[config.mk]
export PLATFORM = sky130hd
export DESIGN_NAME = shift_issue_stage
export DESIGN_NICKNAME = d
export VERILOG_FILES = /design/src/rtl/shift_pkg.sv /design/src/rtl/shift_skid_buf.sv /design/src/rtl/shift_issue_stage.sv
export SDC_FILE = /design/constraint.sdc
export NUM_CORES = 1
export LEC_CHECK = 0
export CORE_UTILIZATION = 46
export CTS_BUF_LIST = sky130_fd_sc_hd__clkbuf_16
export CTS_CLUSTER_DIAMETER = 100
export DETAILED_ROUTE_END_ITERATION = 6
export HOLD_SLACK_MARGIN = 0.12
export MAX_ROUTING_LAYER = met4
export PLACE_DENSITY = 0.8
export SYNTH_ARGS = -nofsm -noshare
export SYNTH_HDL_FRONTEND = slang
export SYNTH_HIERARCHICAL = 1
export SYNTH_SLANG_ARGS = --single-unit
[constraint.sdc]
create_clock -name clk -period 3.05 [get_ports clk]
set_clock_uncertainty 0.1 [all_clocks]
set_input_delay 0.61 -clock clk [delete_from_list [all_inputs] [get_ports clk]]
set_output_delay 0.61 -clock clk [all_outputs]
set_load 0.01 [all_outputs]
[src/rtl/shift_pkg.sv]
// shift_pkg: shared constants, entry layout and occupancy states for the shift issue stage
package shift_pkg;
  localparam int DW  = 32;
  localparam int SAW = 5;
  localparam int RDW = 5;
  localparam logic [5:0] OPC_RTYPE = 6'b000000;
  localparam logic [5:0] FN_SLL    = 6'b000000;
  localparam logic [5:0] FN_SRL    = 6'b000010;
  localparam logic [5:0] FN_SRA    = 6'b000011;
  localparam logic [5:0] FN_SLLV   = 6'b000100;
  localparam logic [5:0] FN_SRLV   = 6'b000110;
  localparam logic [5:0] FN_SRAV   = 6'b000111;
  localparam logic [1:0] OP_SLL    = 2'b00;
  localparam logic [1:0] OP_SRL    = 2'b01;
  localparam logic [1:0] OP_SRA    = 2'b11;
  typedef struct packed {
    logic [1:0]     op;
    logic [DW-1:0]  value;
    logic [SAW-1:0] shamt;
    logic [RDW-1:0] rd;
  } entry_t;
  typedef enum logic [1:0] {EMPTY, ONE, TWO} occ_e;
endpackage

[src/rtl/shift_skid_buf.sv]
// shift_skid_buf: 2-entry valid/ready skid buffer with flush, strict FIFO order
module shift_skid_buf
  import shift_pkg::*;
#(
  parameter int W = 8
) (
  input  logic         clk,
  input  logic         rst,
  input  logic         flush_i,
  input  logic         push_valid_i,
  output logic         push_ready_o,
  input  logic [W-1:0] push_data_i,
  output logic         pop_valid_o,
  input  logic         pop_ready_i,
  output logic [W-1:0] pop_data_o
);
  occ_e state_q, state_d;
  logic [W-1:0] main_q, main_d, skid_q, skid_d;
  logic push, pop;
  assign push_ready_o = state_q != TWO;
  assign pop_valid_o  = state_q != EMPTY;
  assign pop_data_o   = main_q;
  assign push = push_valid_i & push_ready_o;
  assign pop  = pop_valid_o & pop_ready_i;
  always_comb begin
    state_d = state_q;
    main_d  = main_q;
    skid_d  = skid_q;
    case (state_q)
      EMPTY: if (push) begin
        state_d = ONE;
        main_d  = push_data_i;
      end
      ONE: if (push) begin
        state_d = pop ? ONE : TWO;
        main_d  = pop ? push_data_i : main_q;
        skid_d  = pop ? skid_q : push_data_i;
      end else if (pop) begin
        state_d = EMPTY;
      end
      TWO: if (pop) begin
        state_d = ONE;
        main_d  = skid_q;
      end
      default: state_d = EMPTY;
    endcase
    if (flush_i) begin
      state_d = EMPTY;
      main_d  = '0;
      skid_d  = '0;
    end
  end
  always_ff @(posedge clk) begin
    if (rst) begin
      state_q <= EMPTY;
      main_q  <= '0;
      skid_q  <= '0;
    end else begin
      state_q <= state_d;
      main_q  <= main_d;
      skid_q  <= skid_d;
    end
  end
endmodule

[src/rtl/shift_issue_stage.sv]
// shift_issue_stage: decodes R-type shifts, selects shamt, counts drops, buffers entries for the shifter
module shift_issue_stage
  import shift_pkg::*;
(
  input  logic           clk,
  input  logic           rst,
  input  logic           flush,
  input  logic           in_valid,
  output logic           in_ready,
  input  logic [31:0]    instr,
  input  logic [DW-1:0]  rs_data,
  input  logic [DW-1:0]  rt_data,
  output logic           out_valid,
  input  logic           out_ready,
  output logic [1:0]     out_op,
  output logic [DW-1:0]  out_value,
  output logic [SAW-1:0] out_shamt,
  output logic [RDW-1:0] out_rd,
  output logic [15:0]    drop_cnt
);
  logic [5:0] opc, fn;
  logic is_shift, accept;
  logic [15:0] drop_q, drop_d;
  entry_t in_e, out_e;
  logic unused_bits;
  assign unused_bits = ^{instr[25:16], rs_data[DW-1:SAW]};
  assign opc = instr[31:26];
  assign fn  = instr[5:0];
  assign is_shift = opc == OPC_RTYPE &&
                    (fn == FN_SLL  || fn == FN_SRL  || fn == FN_SRA ||
                     fn == FN_SLLV || fn == FN_SRLV || fn == FN_SRAV);
  assign accept = in_valid & in_ready & ~flush;
  always_comb begin
    in_e.op    = fn[1:0] == 2'b11 ? OP_SRA : fn[1] ? OP_SRL : OP_SLL;
    in_e.value = rt_data;
    in_e.shamt = fn[2] ? rs_data[SAW-1:0] : instr[10:6];
    in_e.rd    = instr[15:11];
    drop_d     = accept & ~is_shift & ~&drop_q ? drop_q + 16'd1 : drop_q;
  end
  always_ff @(posedge clk) begin
    if (rst) drop_q <= '0;
    else     drop_q <= flush ? drop_q : drop_d;
  end
  shift_skid_buf #(.W($bits(entry_t))) u_buf (
    .clk          (clk),
    .rst          (rst),
    .flush_i      (flush),
    .push_valid_i (in_valid & is_shift & ~flush),
    .push_ready_o (in_ready),
    .push_data_i  (in_e),
    .pop_valid_o  (out_valid),
    .pop_ready_i  (out_ready),
    .pop_data_o   (out_e)
  );
  assign out_op    = out_e.op;
  assign out_value = out_e.value;
  assign out_shamt = out_e.shamt;
  assign out_rd    = out_e.rd;
  assign drop_cnt  = drop_q;
endmodule

; ---- Word level (Yosys, flattened, before mapping)
; Cells that the tools add are included.
[word_totals]
reg_bits = 106
latchBits = 0
mem_bits_rw = 0
rom_bits = 0
in_bits = 101
out_inout_bits = 62
mem_count = 0
[classes]
n_addsub = 1
mul = 0
div = 0
n_lt_le_gt_ge = 0
n_eq_ne = 14
shift = 0
muxes = 14
bitwise = 11
n_reduce_logical = 18
[ops]
columns = op, n
row1 = two-way mux 44 bit, 4
row2 = case mux 44 bit (3 select lines), 1
row3 = equality test 6 x 3 -> 1 bit (second input constant), 3
row4 = adder 16 x 1 -> 16 bit (second input constant), 1
row5 = AND reduction 16 bit, 1
row6 = equality test 6 x 2 -> 1 bit (second input constant), 2
row7 = logical NOT 6 bit, 2
row8 = two-way mux 2 bit, 6
row9 = AND 1 bit, 8
row10 = inequality test 2 x 1 -> 1 bit (second input constant), 4
row11 = case mux 2 bit (3 select lines), 1
row12 = AND reduction 3 bit, 2
row13 = logical OR 1 bit, 5
row14 = two-way mux 5 bit, 1
row15 = AND reduction 5 bit, 1
row16 = equality test 2 bit (second input constant), 2
row17 = inequality test 3 x 1 -> 1 bit (second input constant), 1
row18 = NOT 1 bit, 3
row19 = nonzero test 3 bit, 1
row20 = equality test 2 x 1 -> 1 bit (second input constant), 1
row21 = logical NOT 2 bit, 1
row22 = inequality test 2 bit (second input constant), 1
row23 = AND reduction 2 bit, 1
row24 = nonzero test 2 bit, 1
row25 = 4 further kinds, 4

; ---- Depth between registers and ports, before layout
; Gate-level depths: netlist of run 1.
[logic_depth]
word_depth = 12
mapped_depth = 9

; ---- Modules after synthesis
; Netlist of run 1, hierarchy kept.
[by_module_without_submodules]
columns = mod, instances, cells_each, area_each_um2
row1 = shift_skid_buf, 1, 416, 4018.9
row2 = shift_issue_stage, 1, 107, 923.4

; ---- Worst setup path before layout of run 1
; OpenSTA, ideal clock, no wires.
[synth_path]
path_kind = in2reg
start = in instr[31]
end = reg u_buf.main_q[0] (netlist: u_buf/pop_data_o[0])
setup_ps = 81
arrival_time_ps = 2335
required_ps = 2869
path_slack_ps = 534
path_stages = 8
path_buffers = 2
path_cell_list = nor4_1 > nand4_1 > nor3b_1 > nor2b_1 > buf_4 > clkbuf_1 > a211oi_1 > a211oi_2
[synth_between]
elab_chain_cells = 7
elab_cells_between_ends = 8
[synth_rtl]
columns = element, line_no
row1 = "start, declared", shift_issue_stage.sv:10  ; input logic [31:0] instr,
row2 = logical NOT 6 bit (*), shift_issue_stage.sv:29  ; assign is_shift = opc == OPC_RTYPE &&
row3 = logical AND 1 bit (*), shift_issue_stage.sv:29
row4 = AND 1 bit (*) (2 in series), shift_issue_stage.sv:48  ; .push_valid_i (in_valid & is_shift & ~flush),
row5 = AND 1 bit (*), shift_skid_buf.sv:23  ; assign push = push_valid_i & push_ready_o;
row6 = inequality test 2 x 1 -> 1 bit (no source line), --
row7 = AND reduction 5 bit (no source line) (*), --
row8 = "end signal, assigned", shift_skid_buf.sv:60  ; main_q <= main_d;
row9 = "end, declared", shift_skid_buf.sv:18  ; logic [W-1:0] main_q, main_d, skid_q, skid_d;
; Every way passes the cells marked *; elsewhere a longest branch is shown, timed or not.
; A chain may end at the register's enable or synchronous reset.

; ---- Worst setup path in the final report of run 1
[layout_path]
start = in instr[27]
end = reg u_buf.skid_q[41]
[layout_between]
elab_chain_cells = 6
[layout_rtl]
columns = element, line_no
row1 = logical NOT 6 bit, shift_issue_stage.sv:29
row2 = logical AND 1 bit, shift_issue_stage.sv:29
row3 = AND 1 bit (2 in series), shift_issue_stage.sv:48
row4 = AND 1 bit, shift_skid_buf.sv:23
row5 = AND reduction 3 bit (no source line), --
row6 = "end signal, assigned", shift_skid_buf.sv:61  ; skid_q <= skid_d;
row7 = "end, declared", shift_skid_buf.sv:18
; No other way between the ends.

==> results by stage, run 1 <==
Floorplanning:
- The placeable core area is 10,400 um2.
- 163 I/O pins were placed.
- The die outline width is 106 um.
- The floorplan die area is 11,200 um2.
- The number of placement rows is 37.
- The die outline height is 106 um.
- The initial core utilization is 47.7%.

Global route:
- The number of antenna violations at the first check in global routing is 0.
- The first-pass GRT wire length is 21.0 mm.
- The global-route congestion overflow total is 0.
- The all-layer global routing usage is 23.7%.
- The via count of the first global-routing pass is 4,401.
- The maximum number of pins on one net before global-route repair is 39.

Setup path:
- In this run the worst setup path terminates at u_buf/skid_q[41].
- The count of buffering cells on the critical path with inverters included is 3.
- In this design, the largest share of critical-path delay is due to simple AND/OR/NAND/NOR gates.
- The peak per-stage delay on the critical path is 0.44 ns.
- The setup slack of the most critical reg-to-reg path is 0.64 ns.
- The arrival time at the worst endpoint is 2.99 ns.
- Walking the worst path, the cells encountered are clkdlybuf4s50_1 > nor4_1 > nand4_1 > nor3b_1 > buf_4 > nor4bb_4 > buf_12 > nand2_1 > a21oi_1.
- Of all nets on the critical path, the largest fanout is 33.
- The number of logic stages on the critical path including buffering is 9.
- The depth of the most critical reg-to-reg path is 6.
- At the worst endpoint, the required time is 3.21 ns.
- The critical path starts at instr[27].
- The worst setup path is captured at a flip-flop.
- STA classifies the critical path startpoint as an input port.
- The worst setup path category is input port to flip-flop.
- The standard cell with the maximum stage delay on the critical path is sky130_fd_sc_hd__nor4_1.
- The reg-to-reg endpoint is drop_cnt[11].
- The reg-to-reg startpoint is u_buf/state_q[0].

Placement:
- The count of input and output buffers is 125.
- Once placement completed, the tool counted placed cells totaling 751.
- Once detailed placement completed, the half-perimeter wirelength came to 8.67 mm.
- The routability-driven placement congestion ratio is 0.861.
- Once placement finished, the instance area stood at 6340 um2.

Power and ir drop:
- For this design the static power due to leakage is 2.33 nW.
- Dividing total power by cell area gives a power density of 409 nW/um2.
- The worst-case IR drop observed on VDD is 0.330 mV.

CTS:
- TritonCTS built the clock tree.
- The maximum clock insertion buffer count is 2.
- The CTS buffer count is 9.
- Buffers inserted to repair hold after CTS numbered 0.
- The number of gates resized after CTS was 0.
- The clock insertion delay at the later pin of the skew report is 0.33 ns.
- The deepest level of the CTS H-tree is 3.
- Once the clock tree was built, the setup fixing pass inserted 0 buffers.
- Clock-pin slew was measured on the worst setup and hold paths at 0.07 ns.
- The root buffer cell chosen for the clock tree is sky130_fd_sc_hd__clkbuf_16.
- The clock net sink count is 106.

Finish:
- Once layout is complete, the cells apart from fillers number 767.
- The number of antenna diodes in the final layout is 0.
- The relative area change from synthesis to final layout is 34.3%.
- Of the cells placed in the final design, the portion with a size suffix greater than 1 is 14.6%.
- The final-stage net count is 728.
- After routing the design area is 6640 um2.

Synthesis:
- The number of storage elements in the synthesis netlist is 106.
- The sequential element share of the synthesized area is 42.9%.
- Of all flip-flops after synthesis, the portion carrying an async set or reset was 0%.
- Sorting the synthesized cells by area gives the leading types as sky130_fd_sc_hd__dfxtp_1, sky130_fd_sc_hd__a211oi_2, sky130_fd_sc_hd__mux2i_1.
- The number of nets handed over by synthesis was 625.
- Synthesis handed over a netlist of 523 instances.
- Summed over all instances, the cell type with the most area after synthesis is sky130_fd_sc_hd__dfxtp_1.
- After synthesis, the mean cell area works out to 9.45 um2.
- In this run the biggest area consumer among cell types represents 42.9% of the synthesized area.
- Counting flops with a built-in enable in the synthesized netlist gives 0.
- The predominant post-synthesis flop cell is sky130_fd_sc_hd__dfxtp_1.
- The cell area after technology mapping is 4940 um2.
- The count of warnings emitted by yosys is 6.
- After synthesis, the netlist uses 44 different library cells.

STA:
- Headroom to the max-slew limit came out at 56.3%.
- Setup repair after global routing left no endpoint under its margin.
- The worst path in the final design needs a cycle of 2.83 ns, including I/O delays and setup.
- The maximum operating frequency is 0.354 GHz.
- The actual slew at the worst max-slew pin is 0.656 ns.
- Setup violations remaining at the end of the flow were counted as 0.
- The final critical path takes up 92.7% of the cycle.
- The number of slew-limit violations in the final report is 0.
- The worst hold margin is 0.354 ns.
- The count of final hold-check violations came to 0.

Worst hold path:
- The type of the most critical hold path is flip-flop to flip-flop.
- The hold path startpoint is u_buf/skid_q[24].
- The worst hold path was traced through 2 stages.

Drt:
- After the first detailed-routing iteration, the DRC count stood at 187.
- The post-detailed-routing wire length is 13.0 mm.
- The number of detailed-routing iterations run before antenna repair is 5.
- The routed wire length per instance is 16.9 um.
- After detailed routing, the number of remaining DRC violations is 0.
- The number of vias per cell after detailed routing is 5.69.
- The antenna violation net count after detailed routing is 0.
- Across all layers, the routed design uses 4,362 vias.

Run:
- Across the run, the number of max-cap violations was 0.

Outcome:
- The run finished with clean final reports.
registers in the layout, summed over array words and instances (netlist names):
name,count
drop_cnt,16
u_buf/pop_data_o,44
u_buf/state_q,2
u_buf/skid_q,44
Yosys cell counts, types with 3 or more instances:
master and instances:
sky130_fd_sc_hd__dfxtp_1 106, sky130_fd_sc_hd__nand2_1 95, sky130_fd_sc_hd__a211oi_1 49, sky130_fd_sc_hd__a21oi_1 48, sky130_fd_sc_hd__mux2i_1 44, sky130_fd_sc_hd__a211oi_2 40
sky130_fd_sc_hd__clkbuf_1 26, sky130_fd_sc_hd__nor2_1 15, sky130_fd_sc_hd__nor4_1 12, sky130_fd_sc_hd__xnor2_1 12, sky130_fd_sc_hd__buf_2 9, sky130_fd_sc_hd__buf_6 7
sky130_fd_sc_hd__buf_4 6, sky130_fd_sc_hd__nand3_1 6, sky130_fd_sc_hd__mux2_2 5, sky130_fd_sc_hd__nand4_1 5, sky130_fd_sc_hd__nand2b_1 3
layer usage:
layer	up-vias	share of wire, %	GRT usage [%]
met5	-	0	-
met4	0	1.2	6.65
met3	16	4.9	4.21
met2	119	48	39.7
met1	2133	45	29.4
li1	2094	-	-
how the worst min path moves through the flow:
stage / to / slack [ns]
2_1_floorplan: u_buf/skid_q[0] / 0.34
3_3_place_gp: u_buf/skid_q[10] / 0.34
3_5_place_dp: u_buf/skid_q[15] / 0.35
4_1_cts: u_buf/skid_q[24] / 0.36
5_1_grt: u_buf/skid_q[15] / 0.37
6_report: u_buf/skid_q[24] / 0.35
worst min-delay path: stages, from the launching register on:
cell	delay [ns]
sky130_fd_sc_hd__dfxtp_1	0.31
sky130_fd_sc_hd__nand2_1	0.05
sky130_fd_sc_hd__a21oi_1	0.05
cells by family (layout without fill, tap and decap cells):
family | after synthesis | in the layout | synth area share [%]
fa+ha+maj | 1 | 1 | 0.253
buf+inv | 54 | 162 | 5.92
compound gates | 144 | 144 | 23.5
xor+xnor | 12 | 12 | 2.13
mux | 50 | 50 | 10.3
flops | 106 | 106 | 42.9
simple gates | 156 | 156 | 15.0
cells in the final DEF (no fill, tap or decap), types with 11 or more instances in the layout:
cell / n
sky130_fd_sc_hd__a211oi_1: 49
sky130_fd_sc_hd__a211oi_2: 40
sky130_fd_sc_hd__a21oi_1: 48
sky130_fd_sc_hd__buf_4: 11
sky130_fd_sc_hd__clkdlybuf4s50_1: 125
sky130_fd_sc_hd__dfxtp_1: 106
sky130_fd_sc_hd__mux2i_1: 44
sky130_fd_sc_hd__nand2_1: 95
sky130_fd_sc_hd__nor2_1: 15
sky130_fd_sc_hd__nor4_1: 12
sky130_fd_sc_hd__xnor2_1: 12
cell type report:
cell class | count | area (um2)
tap | 136 | 170
sequential | 106 | 2120
fill | 854 | 3730
clock buffer | 9 | 225
inverter | 3 | 11.3
timing repair buffer | 143 | 1470
clock inverter | 7 | 70.1
multi-input combinational | 363 | 2560
report_power, final:
| group | leakage, nW | total (mW) | switching (mW) | internal, mW |
|---|---|---|---|---|
| Combinational | 1.34 | 0.182 | 0.0785 | 0.104 |
| Sequential | 0.853 | 1.39 | 0.00212 | 1.38 |
| Clock | 0.141 | 1.14 | 0.509 | 0.636 |
| Total | 2.33 | 2.71 | 0.590 | 2.12 |
through the flow:
| stage | util (%) | total power, mW | TNS, ns | worst slack (ns) |
|---|---|---|---|---|
| 2_1_floorplan | - | 1.49 | 0 | 0.534 |
| 3_3_place_gp | 61.2 | 1.60 | 0 | 0.0408 |
| 3_5_place_dp | 61.2 | 1.60 | -1.78 | -0.0707 |
| 4_1_cts | 64.0 | 2.73 | 0 | 0.267 |
| 5_1_grt | 64.0 | 2.80 | 0 | 0.113 |
| 6_report | 64.0 | 2.71 | 0 | 0.223 |
Power figures use the tool's default switching activity.
==> run 2: changes to the inputs <==
==> constraint.sdc (replaced) <==
create_clock -name clk -period 2.8 [get_ports clk]
set_clock_uncertainty 0.1 [all_clocks]
set_input_delay 0.56 -clock clk [delete_from_list [all_inputs] [get_ports clk]]
set_output_delay 0.56 -clock clk [all_outputs]
set_load 0.01 [all_outputs]
==> run 2 against run 1 <==
Net effect: global-route usage shrank 0.41 points; cell count is 0.65% higher; sequential share of layout area is 0.22 points lower; final area up 0.70%; critical path depth did not move; flip-flop and latch count stayed put; clock power rose by 17%; utilization grew 0.45 points; die area stayed put; critical endpoint is now u_buf/skid_q[16]; largest power group unchanged; highest routed layer unchanged.
==> results by stage, run 2 (same netlist as run 1, synthesis figures left out) <==
Floorplanning:
- In this run the vertical extent of the chip is 106 um.
- The die outline width is 106 um.
- The I/O pin total is 163.
- After floorplanning, the core was divided into 37 placement rows.
- The die covers 11,200 um2.
- The initial utilization of the core area, before any placement, comes to 47.7%.
- The placeable core area is 10,400 um2.

Drt:
- The DRC violations left is 0.
- The detail route stage leaves a number of antenna-violating nets equal to 0.
- The post-detailed-routing wire length is 12.6 mm.
- In the routed layout, each cell is associated on average with a via count of 5.60.
- The via count is 4,325.
- The first routing iteration left 161 violations.
- The routed wire length per instance is 16.3 um.
- For this run, the detailed router's first-pass iteration total came to 4.

Placement:
- The worst-case setup slack after placement is -0.154 ns.
- In this run, placement finished with an instance count of 757.
- The routability-driven placement congestion ratio is 0.860.
- During placement, the flow inserted port buffers numbering 125.
- The sum of net half-perimeters after detailed placement is 8.53 mm.
- The placed standard-cell area is 6370 um2.

Global route:
- Entering global routing, the biggest net connects 91 pins.
- The via count of the first global-routing pass is 4,281.
- The number of antenna violations at the first check in global routing is 0.
- The first-pass GRT wire length is 20.4 mm.
- The global-route congestion overflow total is 0.
- The all-layer global routing usage is 23.3%.

Setup path:
- By startpoint and endpoint, the worst setup path is classified as input port to flip-flop.
- The element type at the critical path start is an input port.
- STA puts the critical path data arrival time at 2.79 ns.
- STA puts the critical path data required time at 2.96 ns.
- The worst setup path is captured at a flip-flop.
- The critical-path maximum fanout is 32.

CTS:
- The clock net sink count is 106.
- The TritonCTS clock tree is done.
- The later pin in the worst-skew pair is clocked with a latency of 0.34 ns.
- The root buffer cell is sky130_fd_sc_hd__clkbuf_16.
- The count of hold-fix buffers inserted at cts is 0.
- The clock-pin slew of the registers on the worst-case setup and hold paths is 0.07 ns.
- The H-tree was split into 3 levels.
- The post-CTS setup-driven buffer insertion count is 0.
- The clock passes through at most 2 buffers.
- The CTS buffer count is 9.
- The count of cells resized by post-cts repair is 0.

STA:
- The worst pin sits at a relative slew slack of 60.9%.
- The number of slew-limit violations in the final report came to 0.
- Dividing the final minimum period by the clock period gives 93.9%.
- Setup violations remaining at the end of the flow were counted as 0.
- Once routing completed, OpenROAD measured the worst setup slack at 0.171 ns.
- Subtracting the final worst setup slack from the clock period gives 2.63 ns.
- The count of final hold-check violations is 0.
- Setup repair after global routing left no endpoint under its margin.
- Static timing analysis puts the maximum clock frequency at 0.380 GHz.
- The actual slew at the worst max-slew pin is 0.586 ns.
- After routing, the total negative slack on setup checks comes to 0 ns.

Power and ir drop:
- The static power due to leakage is 2.38 nW.
- The cell area power density is 454 nW/um2.
- The completed layout was analyzed and its total power is 3.04 mW.
- The maximum resistive drop on vdd is 0.351 mV.

Finish:
- The repair_antennas step left the layout with diodes totalling 0.
- The fraction of final layout cells with drive strength greater than 1 is 15.3%.
- The relative area change from synthesis to final layout is 35.2%.
- The number of cells in the finished layout apart from fillers is 772.
- The top cell types in the final layout, fill and taps aside, are sky130_fd_sc_hd__clkdlybuf4s50_1, sky130_fd_sc_hd__dfxtp_1, sky130_fd_sc_hd__nand2_1.
- The post-layout instance area is 6680 um2.
- Leaving out fill and tap cells, the most frequent cell in the layout is sky130_fd_sc_hd__clkdlybuf4s50_1.
- The count of fill cells added during filler insertion is 840.
- The final-stage net count is 734.

Run:
- The max-cap check violation count is 0.

Worst hold path:
- The type of the most critical hold path is flip-flop to flip-flop.

Outcome:
- The flow ran to the end, and the final reports show no timing, DRC or antenna violations.
[run 2: changes by cell type in the layout (fill, tap and decap cells not counted), sizes merged]
cell / before / now
bufinv: 1 / 2
buf: 18 / 24
clkinv: 2 / 0
clkinvlp: 2 / 1
inv: 5 / 6
[run 2: per-stage QoR]
| step | util (%) | hold WS [ns] |
|---|---|---|
| finish | 64.5 | 0.354 |
| global route | 64.5 | 0.373 |
| CTS | 64.5 | 0.357 |
| detailed placement | 61.5 | 0.347 |
| global placement | 61.5 | 0.340 |
| floorplan | - | 0.336 |
[run 2: area by class of cell]
class	count	area, um2	area share [%]
well taps	136	170	2.55
multi-input cells	363	2560	38.4
inverters	3	11.3	0.168
clock inverters	6	83.8	1.25
flip-flops and latches	106	2120	31.7
clock buffers	9	225	3.37
repair buffers	149	1510	22.5
[run 2: routing by layer]
metal	part of all wire, %	global-route usage [%]	wire length, um	vias to the layer above
li1	-	-	-	2104
met1	44	28.7	5580	2075
met5	0	-	0	-
met4	1.4	6.75	176	0
met2	49	39.3	6180	126
met3	5.3	3.83	672	20
[run 2: worst max-delay path, stage by stage]
cell,delay (ns)
sky130_fd_sc_hd__clkdlybuf4s50_1,0.40
sky130_fd_sc_hd__nor4_1,0.36
sky130_fd_sc_hd__nand4_1,0.14
sky130_fd_sc_hd__nor3b_1,0.29
sky130_fd_sc_hd__buf_4,0.18
sky130_fd_sc_hd__nor4bb_4,0.36
sky130_fd_sc_hd__buf_12,0.24
sky130_fd_sc_hd__nand2_1,0.08
sky130_fd_sc_hd__a21oi_1,0.16
[run 2: where the power goes]
part / switching (mW) / internal, mW
Combinational: 0.0833 / 0.112
Sequential: 0.00247 / 1.51
Clock: 0.555 / 0.776
[run 2: path summary, 6_finish.rpt]
| kind | start | endpoint | slack, ns | cells past startpoint |
|---|---|---|---|---|
| max | instr[31] | u_buf/skid_q[16] | 0.17 | 9 |
| min | u_buf/skid_q[20] | u_buf/skid_q[20] | 0.35 | 2 |
| max reg2reg | u_buf/state_q[0] | drop_cnt[15] | 0.61 | 7 |
| min reg2reg | u_buf/skid_q[20] | u_buf/skid_q[20] | 0.35 | 2 |
==> run 3: changes to the inputs <==
--- a/config.mk
+++ b/config.mk
@@ -12,6 +12,7 @@
 export HOLD_SLACK_MARGIN = 0.12
 export MAX_ROUTING_LAYER = met4
 export PLACE_DENSITY = 0.8
+export REMOVE_ABC_BUFFERS = 1
 export SYNTH_ARGS = -nofsm -noshare
 export SYNTH_HDL_FRONTEND = slang
 export SYNTH_HIERARCHICAL = 1
==> run 3 against run 2 <==
Net effect: worst setup slack improved by 0.051 ns; sequential share of layout area about the same; die area did not move; wire length rose by 2.1%; power down 3.4%; register-to-register slack worse by 0.09 ns; largest cell class unchanged; critical path type unchanged; cell count up 0.26%; utilization is essentially flat; critical path depth rose by 1.
==> results by stage, run 3 (same netlist as run 1, synthesis figures left out) <==
Floorplanning:
- Measured along the y axis, the die boundary spans 106 um.
- The number of placement rows is 37.
- In this run the standard cell core region covers 10,400 um2.
- The I/O pin total is 163.
- From left edge to right edge, the die measures 106 um.
- The floorplan die area is 11,200 um2.
- The initial core utilization is 47.7%.

CTS:
- The count of hold-fix buffers inserted at cts is 0.
- The deepest level of the CTS H-tree is 3.
- The maximum clock insertion buffer count is 2.
- The number of gates resized after CTS was 0.
- The clock-pin slew of the registers on the worst-case setup and hold paths is 0.07 ns.
- The post-CTS setup-driven buffer insertion count is 0.
- CTS placed an instance of sky130_fd_sc_hd__clkbuf_16 at the clock tree root.
- The clock insertion delay at the later pin of the skew report is 0.34 ns.
- The clock net sink count is 106.
- TritonCTS built the clock tree.
- The number of clock buffers added by TritonCTS is 9.

Placement:
- The sum of net half-perimeters after detailed placement is 8.58 mm.
- The count of input and output buffers is 125.
- Timing analysis after detailed placement gives a worst setup slack of -0.189 ns.
- In this run, placement finished with an instance count of 758.
- Routability-driven placement finished with a final weighted congestion of 0.891.
- Summing all placed instances gives a cell area of 6380 um2.

Run:
- Across the run, the number of max-cap violations was 0.

Drt:
- In the final routed layout, each cell accounts on average for 16.6 um.
- The via count is 4,361.
- The count of nets left with antenna violations once routing finished came out at 0.
- The first detailed-routing pass ran for 4 iterations.
- For this block, the routed nets add up to 12.9 mm of wire.
- The number of vias per cell after detailed routing is 5.63.
- The number of DRC markers after the initial detailed-route iteration is 267.
- In the routed design, unresolved DRC markers number 0.

Setup path:
- Among all stages on the critical path, the largest delay is contributed by sky130_fd_sc_hd__clkdlybuf4s50_1.
- For the worst setup path, the data required time is 2.97 ns.
- The arrival time at the worst endpoint is 2.75 ns.
- Along the worst path, the maximum fanout reaches 38.
- The element type at the critical path start is an input port.
- In this design, the stage delay of the slowest critical-path cell is 0.41 ns.
- The signal on the critical path passes through clkdlybuf4s50_1 > nor4_2 > buf_4 > nand4_1 > nor3b_1 > buf_4 > nor4bb_4 > buf_12 > nand2_1 > a21oi_1.
- Among the stages of the critical path, the cell type that occurs most often is sky130_fd_sc_hd__buf_4.
- The count of buffering cells on the critical path with inverters included is 4.
- Among cell families on the critical path, the largest total delay comes from simple AND/OR/NAND/NOR gates.
- The worst setup path category is input port to flip-flop.
- STA classifies the critical path endpoint as a flip-flop.

Finish:
- Leaving out fill and tap cells, the most frequent cell in the layout is sky130_fd_sc_hd__clkdlybuf4s50_1.
- The post-layout instance area is 6690 um2.
- The final antenna diode count is 0.
- The fraction of final layout cells with drive strength greater than 1 is 16.1%.
- The count of cells in the finished layout, fillers not included, comes to 774.
- The relative area change from synthesis to final layout is 35.3%.
- The final-stage net count is 735.
- In the layout the commonest cells are sky130_fd_sc_hd__clkdlybuf4s50_1, sky130_fd_sc_hd__dfxtp_1, sky130_fd_sc_hd__nand2_1.

STA:
- After layout, the worst setup slack is 0.221 ns.
- The maximum operating frequency is 0.388 GHz.
- The count of final hold-check violations is 0.
- The actual slew at the worst max-slew pin is 0.705 ns.
- The minimum period implied by the final worst setup slack is 2.58 ns.
- The final sum of negative setup slack is 0 ns.
- Of the available clock period, the critical path in the final layout requires 92.1%.
- Setup repair after global routing left no endpoint under its margin.
- Measured against its own limit, the worst slew margin works out to 53.0%.
- The setup violation total in the final timing report is 0.
- The number of slew-limit violations in the final report came to 0.
- The worst hold margin is 0.355 ns.

Global route:
- The maximum number of pins on one net before global-route repair is 40.
- In the global route stage, overall resource usage came out at 24.0%.
- Summed over all layers, the global routing overflow is 0.
- The via count of the first global-routing pass is 4,288.
- The number of antenna violations at the first check in global routing is 0.
- The first global-routing pass estimated 21.1 mm of wire.

Power and ir drop:
- Summed over all cells, the static leakage comes to 2.38 nW.
- The worst-case IR drop observed on VDD is 0.340 mV.
- Dividing total power by cell area gives a power density of 439 nW/um2.

Worst hold path:
- The type of the most critical hold path is flip-flop to flip-flop.

Outcome:
- The flow ran to the end, and the final reports show no timing, DRC or antenna violations.
[run 3: worst paths after layout]
check | start | endpoint | slack [ns] | cells after the start
worst max-delay path | instr[31] | u_buf/skid_q[19] | 0.22 | 10
worst min-delay path | u_buf/skid_q[5] | u_buf/skid_q[5] | 0.36 | 2
worst max register to register | u_buf/state_q[0] | drop_cnt[15] | 0.52 | 7
worst min register to register | u_buf/skid_q[5] | u_buf/skid_q[5] | 0.36 | 2
[run 3: power by group]
| part | switching [mW] | internal, mW |
|---|---|---|
| logic | 0.0869 | 0.114 |
| clock network | 0.598 | 0.626 |
| registers | 0.00240 | 1.51 |
[run 3: routing by layer]
| layer | global-route usage [%] | vias to the layer above | part of all wire, % |
|---|---|---|---|
| li1 | - | 2114 | - |
| met1 | 29.8 | 2079 | 45 |
| met2 | 39.5 | 145 | 48 |
| met3 | 4.14 | 23 | 5.8 |
| met4 | 7.54 | 0 | 1.6 |
| met5 | - | - | 0 |
[run 3: area by class of cell]
| cell class | count | area (um2) |
|---|---|---|
| Clock buffer | 9 | 225 |
| Clock inverter | 7 | 65.1 |
| Fill cell | 837 | 3680 |
| Inverter | 3 | 11.3 |
| Multi-Input combinational cell | 363 | 2580 |
| Sequential cell | 106 | 2120 |
| Tap cell | 136 | 170 |
| Timing Repair Buffer | 150 | 1510 |
[run 3: tightest hold or removal path, cell delays in order, from the launching register on]
cell and delay [ns]:
sky130_fd_sc_hd__dfxtp_1 0.31, sky130_fd_sc_hd__nand2_1 0.05, sky130_fd_sc_hd__a21oi_1 0.05
[run 3: stage by stage]
stage	util [%]	total power, mW
2_1_floorplan	-	1.61
3_3_place_gp	61.5	1.74
3_5_place_dp	61.5	1.74
4_1_cts	64.3	2.96
5_1_grt	64.5	3.04
6_report	64.5	2.94
